<file path="src/rtl/reg_file.sv">
// -----------------------------------------------------------------------------
// reg_file: general-purpose register file for the ProtoCore 8-bit datapath.
//
// 2**ADDR_W entries of DATA_W bits, two combinational read ports and one
// synchronous write port. Every entry is cleared asynchronously while rst is
// low.
//
// Ports:
//   clk     in   system clock, write lands on the rising edge
//   rst     in   asynchronous active-low reset, clears every entry
//   ra, rb  in   read port A / B address
//   wa      in   write address
//   wd      in   write data
//   we      in   write enable (active high, sampled on rising clk)
//   read_a  out  entry[ra], combinational
//   read_b  out  entry[rb], combinational
// -----------------------------------------------------------------------------
module reg_file #(
    parameter int DATA_W = 8,
    parameter int ADDR_W = 4
) (
    input  logic              clk,
    input  logic              rst,
    input  logic [ADDR_W-1:0] ra,
    input  logic [ADDR_W-1:0] rb,
    input  logic [ADDR_W-1:0] wa,
    input  logic [DATA_W-1:0] wd,
    input  logic              we,
    output logic [DATA_W-1:0] read_a,
    output logic [DATA_W-1:0] read_b
);

    localparam int DEPTH = 1 << ADDR_W;

    logic [DEPTH-1:0][DATA_W-1:0] regs;

    // One register per entry, each with its own decoded write strobe so that
    // exactly one entry is touched per edge and the others simply hold.
    for (genvar i = 0; i < DEPTH; i++) begin : g_entry
        logic wr_hit;
        assign wr_hit = we && (wa == ADDR_W'(i));

        always_ff @(posedge clk or negedge rst) begin
            if (!rst)
                regs[i] <= '0;
            else if (wr_hit)
                regs[i] <= wd;
        end
    end

    // Plain array reads: no write-to-read bypass, a same-cycle write shows up
    // only after the edge.
    assign read_a = regs[ra];
    assign read_b = regs[rb];

endmodule

</file>
<file path="config.mk">
export PLATFORM = sky130hd
export DESIGN_NAME = reg_file
export DESIGN_NICKNAME = d
export VERILOG_FILES = /design/src/rtl/reg_file.sv
export SDC_FILE = /design/constraint.sdc
export NUM_CORES = 1
export LEC_CHECK = 0
export ABC_AREA = 1
export CAP_MARGIN = 30
export CORE_ASPECT_RATIO = 0.8
export CORE_MARGIN = 5
export CORE_UTILIZATION = 35
export CTS_CLUSTER_DIAMETER = 100
export CTS_CLUSTER_SIZE = 16
export DETAILED_ROUTE_END_ITERATION = 10
export HOLD_SLACK_MARGIN = 0.02
export PLACE_DENSITY = 0.49
export SLEW_MARGIN = 15
export SYNTH_ARGS = -nofsm -noshare
export SYNTH_HDL_FRONTEND = slang
export SYNTH_SLANG_ARGS = --single-unit
</file>
<file path="constraint.sdc">
create_clock -name clk -period 1.3 [get_ports clk]
set_input_delay 0.195 -clock clk [delete_from_list [all_inputs] [get_ports clk]]
set_output_delay 0.195 -clock clk [all_outputs]
set_load 0.02 [all_outputs]
</file>
==> reports/results.tsv <==
stage	metric	value	unit
outcome	outcome	complete, but fails checks	
outcome	failing checks	setup timing	
placed_design	DP Worst Slack	-1020	ps
die	initial core utilization	35.2	%
critical_path	Crit path buffers/inverters	3	
die	Die Y-Extent	141	um
sta	Setup WS post-layout	-401	ps
clocking	clk root buf	clkbuf_16	
clocking	CTS Buf Count	17	
global_route	vias in the first global route	7366	
cells_and_area	most common cell after layout, fill and taps aside	nand2_1	
synthesis	Yosys reg bits	128	
synthesis	cell area after synthesis	0.00753	mm^2
clocking	Clock Latency Late Sink	430	ps
placed_design	placed standard-cell area	0.00880	mm^2
critical_path	Slowest Stage Delay on Critical Path	540	ps
route	drt pass-1 iters	7	
placed_design	I/O Buffers	38	
cells_and_area	share of layout cells above drive strength 1	38.7	%
sta	min Tclk post-route	1700	ps
cells_and_area	design area	0.0107	mm^2
clocking	Worst-path clk slew	60	ps
sta	Worst Clk Skew	0	ps
cells_and_area	Finished Layout Cells	1507	
power_and_ir_drop	Pleak	5.37	nW
job	Max Cap Viol	0	
cells_and_area	number of nets in the layout	1242	
sta	Slew @ Worst Pin	307	ps
power_and_ir_drop	cell area power density	1410	mW/mm^2
hold_path	worst min-delay path category	in -> async	
cells_and_area	synth-to-layout area growth	42.5	%
critical_path	CP delay by family, top	buffers and inverters	
global_route	global-route wire length before repair	44200	um
route	vias per cell	5.22	
sta	slew margin rel.	79.5	%
sta	RSZ-0062 raised after global routing	true	
critical_path	WP data required	1110	ps
placed_design	detailed placement HPWL	19100	um
route	via count	7863	
power_and_ir_drop	total chip power	0.0151	W
critical_path	worst-path cell chain	clkdlybuf4s50_1 > buf_8 > nand3_2 > nand3_2 > nand2_2 > buf_6	
synthesis	syn_nets	1149	
critical_path	cell repeated most along the worst path	nand3_2	
sta	number of setup violations in the final report	16	
global_route	GR Overflow Total	0	
cells_and_area	Biggest register	regs	
critical_path	CP max-delay cell	clkdlybuf4s50_1	
sta	final slew viol count	0	
synthesis	Mapped Cells	1126	
die	die area	0.0246	mm^2
synthesis	synth warn	0	
synthesis	post-synth cell types	13	
placed_design	GPL Wtd Cong	0.988	
cells_and_area	leading cell types in the layout, fill and taps excluded	nand2_1 (371), nand3_2 (166), dfrtp_1 (128)	
power_and_ir_drop	Max rail drop VDD	826	uV
critical_path	Worst setup SP type	input pin	
cells_and_area	Antenna diodes	0	
route	routed len/inst	19.2	um
die	Core Area	0.0214	mm^2
clocking	CTS tree	yes	
clocking	CTS max path bufs	2	
die	# rows	48	
clocking	clk sinks	128	
route	final antenna-violating net count	0	
cells_and_area	top flop regs	regs x128	
synthesis	syn avg cell area	6.69	um^2
placed_design	placed insts	1446	
critical_path	crit path kind	in -> out	
global_route	GRT Util Overall	23.5	%
route	routed wire length	29000	um
cells_and_area	number of flip-flops in the largest register	128	
global_route	largest net degree at the start of global routing	51	
critical_path	Worst Path Max Fanout	16	
route	Starting DRT DRC Count	663	
synthesis	share of the yosys chip area belonging to registers	42.5	%
critical_path	Worst setup EP type	primary output	
global_route	antenna violations before repair	0	
clocking	H-tree levels	4	
sta	Tcrit/Tclk final	131	%
die	Chip Width	174	um
sta	fmax	588	MHz
critical_path	Worst EP arrival	1510	ps
die	I/O Pins	39	
route	# DRC	0	
sta	final hold violation count	0	
-- Yosys cell counts --
cell type / count / area share, %
nor2_1: 5 / 0.25
inv_2: 2 / 0.10
nand2_1: 415 / 21
clkbuf_1: 33 / 1.6
dfrtp_1: 128 / 43
nand3_1: 228 / 15
o21ai_1: 6 / 0.40
buf_6: 14 / 2.1
buf_2: 22 / 1.5
buf_1: 3 / 0.15
inv_1: 146 / 7.3
nor2_2: 2 / 0.17
o21ai_0: 122 / 8.1
-- stage by stage --
stage               utilization, %  hold WS [ps]  setup TNS (ps)
finish                        50.2           181           -5500
global route                  50.2           188           -6170
CTS                           46.8           159           -5540
global placement              41.2          54.6          -52040
detailed placement            41.2          53.2          -53870
floorplan                        -          -101               0
-- worst reg2reg max path, cell delays in order, from the launching register on --
cell     delay [ps]
dfrtp_1         400
buf_4           140
buf_4           120
nand2_1          50
o21ai_0          70
-- area by class of cell --
type | count | area, um^2
Clock buffer | 18 | 439
Clock inverter | 14 | 213
Fill cell | 2132 | 10700
Inverter | 148 | 556
Multi-Input combinational cell | 778 | 4370
Sequential cell | 128 | 3200
Tap cell | 275 | 344
Timing Repair Buffer | 146 | 1600
-- power by group --
part	internal (W)	leakage [nW]	switching, W	total [W]
clock	0.00345	0.320	0.00194	0.00539
combinational	0.00177	3.42	0.00262	0.00439
sequential	0.00480	1.63	0.000560	0.00536
total	0.0100	5.37	0.00512	0.0151
-- path summary, 6_finish.rpt --
kind | from | end | slack, ps | depth (start not counted)
min in group clk | regs[11]$_DFFE_PN0P_ | regs[11]$_DFFE_PN0P_ | 490 | 2
min reg2reg | regs[11]$_DFFE_PN0P_ | regs[11]$_DFFE_PN0P_ | 490 | 2
max in group asynchronous | rst | regs[125]$_DFFE_PN0P_ | 560 | 3
max reg2reg | regs[8]$_DFFE_PN0P_ | regs[8]$_DFFE_PN0P_ | 410 | 4
min | rst | regs[17]$_DFFE_PN0P_ | 180 | 2
max | ra[2] | read_a[5] | -400 | 6
-- timing repair --
action / 4_1_cts / 5_1_grt
gates cloned: 1 / 0
hold buffers: 1 / 0
pin swaps: 65 / 76
gates resized for setup: 251 / 171
endpoints found under the hold margin: 128 / 0
setup endpoints to repair: 16 / 62
setup buffers: 3 / 24
-- kinds of logic (layout without fill, tap and decap cells) --
logic type,Yosys count,in the layout,synth area share [%]
buffers and inverters,220,326,12.7
AOI/OAI and AO/OA,128,128,8.51
and+or+nand+nor,650,650,36.2
DFF,128,128,42.5
-- metal layers --
layer	global-route usage, %	wire, um
met5	0	0
met4	6.79	551
met3	5.01	2030
met2	33.9	12400
met1	35.3	13900
Note: power is estimated with default switching activity, not from simulation.
